==> src/rtl/digital_lock_pkg.sv <==
// digital_lock_pkg: shared types and constants for the keypad digital lock.
//   - state_t       : lock controller states
//   - KEY_*         : one-hot key codes (key bit index + 1 is the numeral)
//   - SEG_*         : active-low 7-segment glyphs, bit order {dp,g,f,e,d,c,b,a}
//   - TIMEOUT_SECONDS, MAX_DIGITS
//   - is_onehot()   : legal-press test
//   - digit_seg()   : glyph for an entered digit (numeral or masked dash)
package digital_lock_pkg;

  typedef enum logic [2:0] {
    UNL_ENTRY1,
    UNL_ENTRY2,
    UNL_CHECK,
    LCK_ENTRY,
    LCK_CHECK
  } state_t;

  localparam int MAX_DIGITS      = 6;   // one digit per display
  localparam int TIMEOUT_SECONDS = 10;

  localparam logic [3:0] KEY_1 = 4'b0001;
  localparam logic [3:0] KEY_2 = 4'b0010;
  localparam logic [3:0] KEY_3 = 4'b0100;
  localparam logic [3:0] KEY_4 = 4'b1000;

  localparam logic [7:0] SEG_1     = 8'hF9;
  localparam logic [7:0] SEG_2     = 8'hA4;
  localparam logic [7:0] SEG_3     = 8'hB0;
  localparam logic [7:0] SEG_4     = 8'h99;
  localparam logic [7:0] SEG_BLANK = 8'hFF;
  localparam logic [7:0] SEG_DASH  = 8'hBF;
  localparam logic [7:0] SEG_E     = 8'h86;
  localparam logic [7:0] SEG_R     = 8'hAF;

  function automatic logic is_onehot(input logic [3:0] v);
    return (v != 4'b0000) && ((v & (v - 4'b0001)) == 4'b0000);
  endfunction

  // mask=1 hides the entered value behind a dash.
  function automatic logic [7:0] digit_seg(input logic [3:0] d, input logic mask);
    logic [7:0] seg;
    case (d)
      KEY_1:   seg = SEG_1;
      KEY_2:   seg = SEG_2;
      KEY_3:   seg = SEG_3;
      KEY_4:   seg = SEG_4;
      default: seg = SEG_BLANK;
    endcase
    if (mask && (seg != SEG_BLANK)) seg = SEG_DASH;
    return seg;
  endfunction

endpackage

==> src/rtl/digital_lock_key_capture.sv <==
// digital_lock_key_capture: registers the raw key vector, detects rising
// edges of the registered vector and qualifies them as a legal press.
//   clock  : system clock
//   reset  : asynchronous, active-low
//   key    : raw key levels, one bit per key
//   press  : one-cycle strobe, a single key newly went high
//   digit  : the one-hot digit of that press (valid while press=1)
// A held key produces one press; simultaneous new keys are ignored.
module digital_lock_key_capture
  import digital_lock_pkg::*;
(
  input  logic       clock,
  input  logic       reset,
  input  logic [3:0] key,
  output logic       press,
  output logic [3:0] digit
);

  logic [3:0] key_q;
  logic [3:0] key_prev;
  logic [3:0] rise;

  // NOTE: sequential state uses non-blocking assignments so every flop
  // samples the pre-edge value; blocking here would collapse key_prev into key_q.
  always_ff @(posedge clock or negedge reset) begin
    if (!reset) begin
      key_q    <= '0;
      key_prev <= '0;
    end else begin
      key_q    <= key;
      key_prev <= key_q;
    end
  end

  assign rise  = key_q & ~key_prev;
  assign press = is_onehot(rise);
  assign digit = rise;

endmodule

==> src/rtl/digital_lock.sv <==
// digital_lock: keypad passcode lock controller.
//   clock    : system clock
//   reset    : asynchronous, active-low; clears everything incl. the passcode
//   key      : four active-high one-hot key pulses
//   locked   : 1 = locked
//   error    : 1 = last completed entry was rejected
//   displays : six active-low 7-seg codes {dp,g..a}, display 0 at [7:0]
// Parameters: CLOCK_FREQ (Hz, sets the 10 s idle timeout),
//             PASSCODE_LENGTH (digits per code, 1..6).
// Build option: define DIGITAL_LOCK_MASK_EN to show entered digits as '-'.
module digital_lock
  import digital_lock_pkg::*;
#(
  parameter int CLOCK_FREQ      = 50000000,
  parameter int PASSCODE_LENGTH = 6
) (
  input  logic        clock,
  input  logic        reset,
  input  logic [3:0]  key,
  output logic        locked,
  output logic        error,
  output logic [47:0] displays
);

  localparam int     CODE_W         = 4 * PASSCODE_LENGTH;
  localparam int     CNT_W          = $clog2(PASSCODE_LENGTH + 1);
  localparam longint TIMEOUT_CYCLES = longint'(CLOCK_FREQ) * TIMEOUT_SECONDS;
  localparam int     TMR_W          = $clog2(TIMEOUT_CYCLES + 1);

  localparam logic [CNT_W-1:0] LAST_DIGIT   = CNT_W'(PASSCODE_LENGTH - 1);
  localparam logic [TMR_W-1:0] TIMEOUT_LAST = TMR_W'(TIMEOUT_CYCLES - 1);

`ifdef DIGITAL_LOCK_MASK_EN
  localparam logic MASK_DIGITS = 1'b1;
`else
  localparam logic MASK_DIGITS = 1'b0;
`endif

  logic       press;
  logic [3:0] digit;

  digital_lock_key_capture u_key_capture (
    .clock (clock),
    .reset (reset),
    .key   (key),
    .press (press),
    .digit (digit)
  );

  state_t             state_q,     state_d;
  logic [CODE_W-1:0]  buffer_q,    buffer_d;
  logic [CODE_W-1:0]  candidate_q, candidate_d;
  logic [CODE_W-1:0]  passcode_q,  passcode_d;
  logic [CNT_W-1:0]   digit_cnt_q, digit_cnt_d;
  logic [CNT_W-1:0]   shown_cnt_q, shown_cnt_d;  // digits currently on display
  logic [TMR_W-1:0]   timer_q,     timer_d;
  logic               locked_q,    locked_d;
  logic               error_q,     error_d;
  logic               show_err_q,  show_err_d;

  logic               entering;
  logic               accept;
  logic               timer_run;
  logic [CODE_W-1:0]  buf_ins;

  // NOTE: every always_comb output gets a default first, so no path leaves a
  // value unassigned and no latch can be inferred.
  always_comb begin
    state_d     = state_q;
    buffer_d    = buffer_q;
    candidate_d = candidate_q;
    passcode_d  = passcode_q;
    digit_cnt_d = digit_cnt_q;
    shown_cnt_d = shown_cnt_q;
    timer_d     = '0;
    locked_d    = locked_q;
    error_d     = error_q;
    show_err_d  = show_err_q;

    entering  = (state_q == UNL_ENTRY1) || (state_q == UNL_ENTRY2) ||
                (state_q == LCK_ENTRY);
    accept    = press && entering;
    timer_run = (digit_cnt_q != '0) || (state_q == UNL_ENTRY2);

    // Start a fresh buffer on the first digit, then drop the digit into its
    // nibble (first digit lands in the MSB nibble).
    buf_ins = (digit_cnt_q == '0) ? '0 : buffer_q;
    for (int i = 0; i < PASSCODE_LENGTH; i++) begin
      if (i == int'(digit_cnt_q)) buf_ins[4*(PASSCODE_LENGTH-1-i) +: 4] = digit;
    end

    if (accept) begin
      buffer_d    = buf_ins;
      shown_cnt_d = digit_cnt_q + CNT_W'(1);
      show_err_d  = 1'b0;
      if (digit_cnt_q == '0) error_d = 1'b0;
      if (digit_cnt_q == LAST_DIGIT) begin
        digit_cnt_d = '0;
        case (state_q)
          UNL_ENTRY1: begin
            candidate_d = buf_ins;
            state_d     = UNL_ENTRY2;
          end
          UNL_ENTRY2: state_d = UNL_CHECK;
          LCK_ENTRY:  state_d = LCK_CHECK;
          default:    state_d = state_q;
        endcase
      end else begin
        digit_cnt_d = digit_cnt_q + CNT_W'(1);
      end
    end else if (timer_run) begin
      if (timer_q == TIMEOUT_LAST) begin
        // Abandon the partial entry; lock status and error flag are kept.
        digit_cnt_d = '0;
        shown_cnt_d = '0;
        buffer_d    = '0;
        candidate_d = '0;
        state_d     = locked_q ? LCK_ENTRY : UNL_ENTRY1;
      end else begin
        timer_d = timer_q + TMR_W'(1);
      end
    end

    // The buffer still holds the just-completed entry during a CHECK cycle.
    case (state_q)
      UNL_CHECK: begin
        if (buffer_q == candidate_q) begin
          passcode_d = candidate_q;
          locked_d   = 1'b1;
          error_d    = 1'b0;
          state_d    = LCK_ENTRY;
        end else begin
          error_d    = 1'b1;
          show_err_d = 1'b1;
          state_d    = UNL_ENTRY1;
        end
      end
      LCK_CHECK: begin
        if (buffer_q == passcode_q) begin
          locked_d = 1'b0;
          error_d  = 1'b0;
          state_d  = UNL_ENTRY1;
        end else begin
          error_d    = 1'b1;
          show_err_d = 1'b1;
          state_d    = LCK_ENTRY;
        end
      end
      default: ;
    endcase
  end

  // NOTE: the code registers are plain flops, not a RAM, so they are cleared
  // by reset like all other state; a reset deliberately forgets the passcode.
  always_ff @(posedge clock or negedge reset) begin
    if (!reset) begin
      state_q     <= UNL_ENTRY1;
      buffer_q    <= '0;
      candidate_q <= '0;
      passcode_q  <= '0;
      digit_cnt_q <= '0;
      shown_cnt_q <= '0;
      timer_q     <= '0;
      locked_q    <= 1'b0;
      error_q     <= 1'b0;
      show_err_q  <= 1'b0;
    end else begin
      state_q     <= state_d;
      buffer_q    <= buffer_d;
      candidate_q <= candidate_d;
      passcode_q  <= passcode_d;
      digit_cnt_q <= digit_cnt_d;
      shown_cnt_q <= shown_cnt_d;
      timer_q     <= timer_d;
      locked_q    <= locked_d;
      error_q     <= error_d;
      show_err_q  <= show_err_d;
    end
  end

  // Left-align the buffer in a six-digit field so display k always reads
  // the k-th entered digit regardless of PASSCODE_LENGTH.
  logic [4*MAX_DIGITS-1:0] buf_wide;
  assign buf_wide = (4*MAX_DIGITS)'(buffer_q) << (4 * (MAX_DIGITS - PASSCODE_LENGTH));

  always_comb begin
    displays = {MAX_DIGITS{SEG_BLANK}};
    if (show_err_q) begin
      displays[23:0] = {SEG_E, SEG_R, SEG_R};
    end else begin
      for (int k = 0; k < MAX_DIGITS; k++) begin
        if (k < int'(shown_cnt_q))
          displays[8*k +: 8] = digit_seg(buf_wide[4*(MAX_DIGITS-1-k) +: 4], MASK_DIGITS);
      end
    end
  end

  assign locked = locked_q;
  assign error  = error_q;

endmodule

==> config.mk <==
export PLATFORM = sky130hd
export DESIGN_NAME = digital_lock
export DESIGN_NICKNAME = d
export VERILOG_FILES = /design/src/rtl/digital_lock_pkg.sv /design/src/rtl/digital_lock_key_capture.sv /design/src/rtl/digital_lock.sv
export SDC_FILE = /design/constraint.sdc
export NUM_CORES = 1
export LEC_CHECK = 0
export CAP_MARGIN = 25
export CELL_PAD_IN_SITES_DETAIL_PLACEMENT = 1
export CELL_PAD_IN_SITES_GLOBAL_PLACEMENT = 1
export CORE_MARGIN = 4
export CORE_UTILIZATION = 49
export DETAILED_ROUTE_END_ITERATION = 8
export GPL_ROUTABILITY_DRIVEN = 0
export PLACE_DENSITY_LB_ADDON = 0.1
export SETUP_SLACK_MARGIN = 0.05
export SLEW_MARGIN = 5
export SYNTH_ARGS = -nofsm -noshare
export SYNTH_HDL_FRONTEND = slang
export SYNTH_SLANG_ARGS = --single-unit
==> constraint.sdc <==
create_clock -name clock -period 4.8 [get_ports clock]
set_input_delay 0.48 -clock clock [delete_from_list [all_inputs] [get_ports clock]]
set_output_delay 0.48 -clock clock [all_outputs]
set_load 0.05 [all_outputs]
==> results of run 1 <==
-- worst paths after layout --
kind | from | endpoint | slack, ns | depth (start not counted)
max | show_err_q$_DFF_PN0_ | displays[32] | 1.09 | 4
min | reset | passcode_q[18]$_DFFE_PN0P_ | 0.17 | 1
max reg2reg | u_key_capture.key_q[1]$_DFF_PN0_ | candidate_q[13]$_DFFE_PN0P_ | 1.51 | 7
min reg2reg | u_key_capture.key_q[2]$_DFF_PN0_ | u_key_capture.key_prev[2]$_DFF_PN0_ | 0.37 | 0
max in group asynchronous | reset | candidate_q[10]$_DFFE_PN0P_ | 3.43 | 2
min in group clock | u_key_capture.key_q[2]$_DFF_PN0_ | u_key_capture.key_prev[2]$_DFF_PN0_ | 0.37 | 0
-- placed cells by master, fill, tap and decap left out, drive strengths merged, types with 3 or more instances in the layout --
cell and count:
a21o 12, a21oi 13, a22o 8, a22oi 9, a31oi 8, and2 6
and3 6, buf 8, bufinv 4, clkbuf 24, clkdlybuf4s50 48, clkinv 3
conb 6, dfrtp 121, ha 6, inv 17, mux2 40, mux2i 10
nand2 67, nand2b 5, nand3 20, nand3b 3, nand4 12, nor2 72
nor2b 13, nor3 20, nor4 18, o21ai 30, o21bai 6, o31ai 4
or2 4, or3 5, xnor2 25, xor2 66
-- layout make-up --
type                       instances  area, um2  share of cell area (%)
clock buffer                      24        472                    5.91
sequential                       121       3030                    37.9
multi-input combinational        514       3470                    43.5
inverter                          17       63.8                   0.799
tap                              180        225                    2.82
timing repair buffer              56        581                    7.27
clock inverter                     8        143                    1.79
-- logic make-up (layout without fill, tap and decap cells) --
group,Yosys count,after routing,share of synthesized area [%]
adders and majority gates,6,6,1.09
AOI/OAI and AO/OA,100,100,10.1
xor gates and xnor gates,91,91,11.6
buffers and inverters,80,105,5.92
DFF,121,121,43.9
and+or+nand+nor,261,261,18.7
other,1,6,0.0544
muxes,50,50,8.64
-- registers in the layout, indices dropped and copies added (netlist names) --
register / count
buf_wide: 24
u_key_capture.key_prev: 4
candidate_q: 24
show_err_q: 1
passcode_q: 24
timer_q: 29
state_q: 3
error: 1
locked: 1
shown_cnt_q: 3
digit_cnt_q: 3
u_key_capture.key_q: 4
-- per-stage QoR --
step | setup slack, ns | utilization [%] | hold slack [ns] | total power [mW] | cells
floorplan | 2.17 | - | 0.184 | 3.35 | 715
global placement | 1.53 | 52.9 | 0.356 | 3.98 | 885
detailed placement | 1.34 | 53.1 | 0.364 | 4.09 | 886
CTS | 1.03 | 57.5 | 0.209 | 5.46 | 918
global route | 0.902 | 57.8 | 0.249 | 5.74 | 920
finish | 1.09 | 57.8 | 0.166 | 5.45 | 920
-- power by group through the flow --
| stage | logic (mW) | registers, mW | clock network (mW) |
|---|---|---|---|
| detailed placement | 2.45 | 1.64 | 0 |
| global placement | 2.36 | 1.62 | 0 |
| finish | 2.47 | 1.64 | 1.34 |
| CTS | 2.47 | 1.63 | 1.35 |
| floorplan | 1.98 | 1.37 | 0 |
| global route | 2.66 | 1.68 | 1.40 |
-- metal layers --
metal / vias to the layer above / routed length (um) / GRT usage [%]
met2: 119 / 9350 / 41.2
met3: 39 / 626 / 3.71
li1: 2435 / - / -
met4: 0 / 472 / 9.02
met5: - / 0 / 0
met1: 2676 / 7770 / 29.4
-- worst register-to-register path, delay by kind of cell, from the launching register on --
kind / cells / cell delay, ns
buffers and inverters: 1 / 0.24
AOI/OAI and AO/OA: 2 / 0.96
DFF: 1 / 0.34
xor gates and xnor gates: 1 / 0.27
muxes: 1 / 0.36
and+or+nand+nor: 2 / 1.01
==> flow_summary.ini, run 1 <==
[yosys]
synthArstFlopShare_pct = 100
syn_area_um2 = 6890
synth-main-ff-cell = dfrtp_1
synth_warnings = 0
avgSynthCellArea_um2 = 9.71
netlist_top_cells_count = dfrtp_1 (121), nor2_1 (71), nand2_1 (67)
synth_top_area_share_pct = 43.9
syn_inst = 710
synthTopCellsByArea = dfrtp_1 (44%), xor2_1 (8.4%), mux2_2 (4.2%), nor2_1 (3.9%), nand2_1 (3.6%)
yosysSeqAreaShare_pct = 43.9
synth.most_common_cell = dfrtp_1
ys_ff_latch = 121
synth_edf_count = 0
yosysUniqueCellTypes = 60
yosysTopAreaCell = dfrtp_1

[layout]
nets = 739
areaGrowthSynthToFinish_pct = 15.9
nFillCells = 1511
design_area_um2 = 7990
antenna_cells = 0
drive_above_1_share_pct = 11.5

[floorplan]
core_um2 = 13800
chipHeight_um = 127
die_area_um2 = 16000
initial_core_util_pct = 49.8
die-width_um = 127
rows = 43
ioPinCount = 56

[worst_setup_path]
worstPathCellList = nor2b_1 -> o21ai_0 -> or4_1 -> clkdlybuf4s50_1
slowest_stage = clkdlybuf4s50_1
crit_family = simple AND/OR/NAND/NOR gates
cp_data_arrival_time_ns = 3.23
required_ns = 4.32
critPathCaptureType = primary output
worstPathMaxFanout = 14
cpPeakStageDelay_ns = 0.72
crit_path_start_kind = flop
crit_type = flop to primary output
cp_num_buf_inv = 1

[clock_network]
clockBufferDepth = 2
cts_root_buffer = clkbuf_16
cts_sinks = 121
cts_buffers = 17
cts_setup_buffers = 0
clk_pin_slew_worst_paths_ns = 0.05
cts_resized = 0
htreeDepth = 4
cts_tree = done
clk_latency_ns = 0.42
cts_hold_buf = 0

[global_route]
grt_pass1_wl_um = 29700
gr-total-overflow = 0
antenna_found_initial = 0
first_global_vias = 5540
grt_use_total_pct = 23.6
grt_max_degree = 71

[power]
power_density_nw_per_um2 = 682
p_sw_mw = 2.45
seqPwrFrac_pct = 30.0
p_sw_share_pct = 45.0
p_clk_share_pct = 24.5
pwr-share-comb_pct = 45.4
max-vdd-ir-drop_v = 0.000317
p_int_mw = 3.00
p_leak_nw = 3.74

[placed_design]
placed_area_um2 = 7340
portBuffers = 49
hpwl_um = 12600

[sta]
slew_violations = 0
setup_violations = 0
setup_tns_ns = 0
hold_viol = 0
fmax_mhz = 270
slew_headroom_pct = 36.2
fin_skew_ns = 0.00661
min_period_ns = 3.71
rsz0062_at_grt = false
fin_crit_sh_pct = 77.2
worst_pin_slew_ns = 0.956

[route]
drc = 0
drt_iter0_markers = 348
vias = 5269
first_pass_iters = 5
viasPerCell = 5.73
wire_per_inst_um = 19.8
ant_nets = 0
routed_wl_um = 18200

[hold_path]
hold_path.class = input pin to async pin

[run_status]
status = finished, final reports clean

[flow_run]
drv_cap = 0
Power figures use the tool's default switching activity.
==> run 2: changes to the inputs <==
Settings changed: CORE_UTILIZATION 49 to 41.
Clock period 4.8 ns to 3.1 ns, I/O delays scaled along.
==> run 2 against run 1 <==
- the flow now finishes with violations (hold timing)
- hold slack worse by 0.17 ns
- clock skew up 0.0014 ns
- total power rose by 55%
- highest routed layer unchanged
==> flow_summary.ini, run 2 (synthesis gave the netlist of run 1 again) <==
[sta]
fin_skew_ns = 0.00800
rsz0062_at_grt = false
worst_pin_slew_ns = 0.864
fmax_mhz = 341
slew_headroom_pct = 42.4
setup_tns_ns = 0
setup_violations = 0
slew_violations = 0
min_period_ns = 2.93
hold_viol = 3
hold_slack_ns = -0.00724
finalWorstSetupSlack_ns = 0.165
fin_crit_sh_pct = 94.7

[worst_setup_path]
worstSetupPathDepth = 5
critPathCaptureType = primary output
reg2reg_depth = 6
crit_path_start_kind = flop
slowest_stage = clkdlybuf4s50_1
required_ns = 2.79
crit_family = buffers and inverters
worstPathMaxFanout = 8
cpPeakStageDelay_ns = 0.72
worstPathCellList = or2_2 -> a21oi_1 -> mux2i_1 -> or3_1 -> clkdlybuf4s50_1
cp_num_buf_inv = 1
cp_data_arrival_time_ns = 2.62
crit_type = flop to primary output

[power]
max-vdd-ir-drop_v = 0.000558
p_total_mw = 8.42
power_density_nw_per_um2 = 1040
p_leak_nw = 3.79

[route]
first_pass_iters = 4
wire_per_inst_um = 19.2
routed_wl_um = 18600
ant_nets = 0
drt_iter0_markers = 251
drc = 0
viasPerCell = 5.37
vias = 5216

[flow_run]
drv_cap = 0

[placed_design]
hpwl_um = 13400
post-place-ws_ns = 0.460
dp.cells = 939
portBuffers = 49

[hold_path]
hold_path.class = input pin to async pin

[floorplan]
chipHeight_um = 138
initial_core_util_pct = 41.7
die_area_um2 = 18900
core_um2 = 16500
die-width_um = 138
rows = 47
ioPinCount = 56

[clock_network]
clk_pin_slew_worst_paths_ns = 0.06
cts_tree = done
cts_buffers = 17
clk_latency_ns = 0.41
cts_root_buffer = clkbuf_16
clockBufferDepth = 2
cts_hold_buf = 0
cts_sinks = 121
htreeDepth = 4

[layout]
final_cell_mix = dfrtp_1 (121), nor2_1 (71), nand2_1 (67), xor2_1 (66), clkdlybuf4s50_1 (36)
antenna_cells = 0
nets = 750
drive_above_1_share_pct = 13.7
areaGrowthSynthToFinish_pct = 17.8
final_core_util_pct = 49.1
layout_commonest_cell = dfrtp_1
largest-register = timer_q
largest_reg_flops = 29
stdcell_count = 971

[global_route]
grt_max_degree = 65
antenna_found_initial = 0
grt_pass1_wl_um = 30600
first_global_vias = 5660
grt_use_total_pct = 21.0
gr-total-overflow = 0

[run_status]
status = finished with violations
violations = hold timing
run 2: changes by cell type in the layout (fill, tap and decap cells not counted), moves of 3 or more:
cell             previous run  this run
clkbuf_1                    5         0
buf_4                       6        18
clkdlybuf4s50_1            48        36
clkinv_4                    0         5
buf_12                      0         3
dlymetal6s2s_1              0         9
run 2: layout make-up:
cell class | count | area, um2
Fill cell | 1821 | 8400
Multi-Input combinational cell | 514 | 3470
Sequential cell | 121 | 3030
Timing Repair Buffer | 67 | 677
Clock buffer | 17 | 425
Tap cell | 220 | 275
Clock inverter | 15 | 178
Inverter | 17 | 63.8
run 2: worst register-to-register path: stages, from the launching register on:
cell	delay, ns
dfrtp_1	0.51
xor2_1	0.20
nor4_1	0.50
nand4_1	0.30
nor3_4	0.28
buf_12	0.23
mux2_2	0.37
run 2: final timing paths:
| path | slack [ns] | startpoint | endpoint |
|---|---|---|---|
| max | 0.17 | buf_wide[14]$_DFFE_PN0P_ | displays[17] |
| min | -0.007 | reset | candidate_q[16]$_DFFE_PN0P_ |
| max reg2reg | 0.59 | buf_wide[19]$_DFFE_PN0P_ | passcode_q[23]$_DFFE_PN0P_ |
| min reg2reg | 0.37 | u_key_capture.key_q[1]$_DFF_PN0_ | u_key_capture.key_prev[1]$_DFF_PN0_ |
| max in group asynchronous | 2.39 | reset | timer_q[17]$_DFF_PN0_ |
| min in group clock | 0.34 | key[2] | u_key_capture.key_q[2]$_DFF_PN0_ |
run 2: stage by stage:
step	area, um2	hold WS, ns
2_1_floorplan	6910	0.0144
3_3_place_gp	7500	0.357
3_5_place_dp	7500	0.364
4_1_cts	8100	0.0208
5_1_grt	8120	0.0583
6_report	8120	-0.00724
run 2: routing by layer:
| layer | routed length (um) | track usage (%) | vias up | part of all wire (%) |
|---|---|---|---|---|
| met3 | 536 | 4.42 | 25 | 2.9 |
| li1 | - | - | 2461 | - |
| met5 | 0 | 0 | - | 0 |
| met4 | 455 | 6.98 | 0 | 2.4 |
| met1 | 8150 | 26.2 | 2643 | 44 |
| met2 | 9480 | 36.3 | 87 | 51 |
run 2: what timing repair did:
action,4_1_cts,5_1_grt
setup endpoints to repair,1,9
resized for setup,1,9
buffers inserted,0,0
run 2: where the power goes:
part	leakage [nW]	internal, mW	switching, mW
sequential	1.64	1.89	0.606
clock	0.293	1.26	0.753
combinational	1.85	1.40	2.50
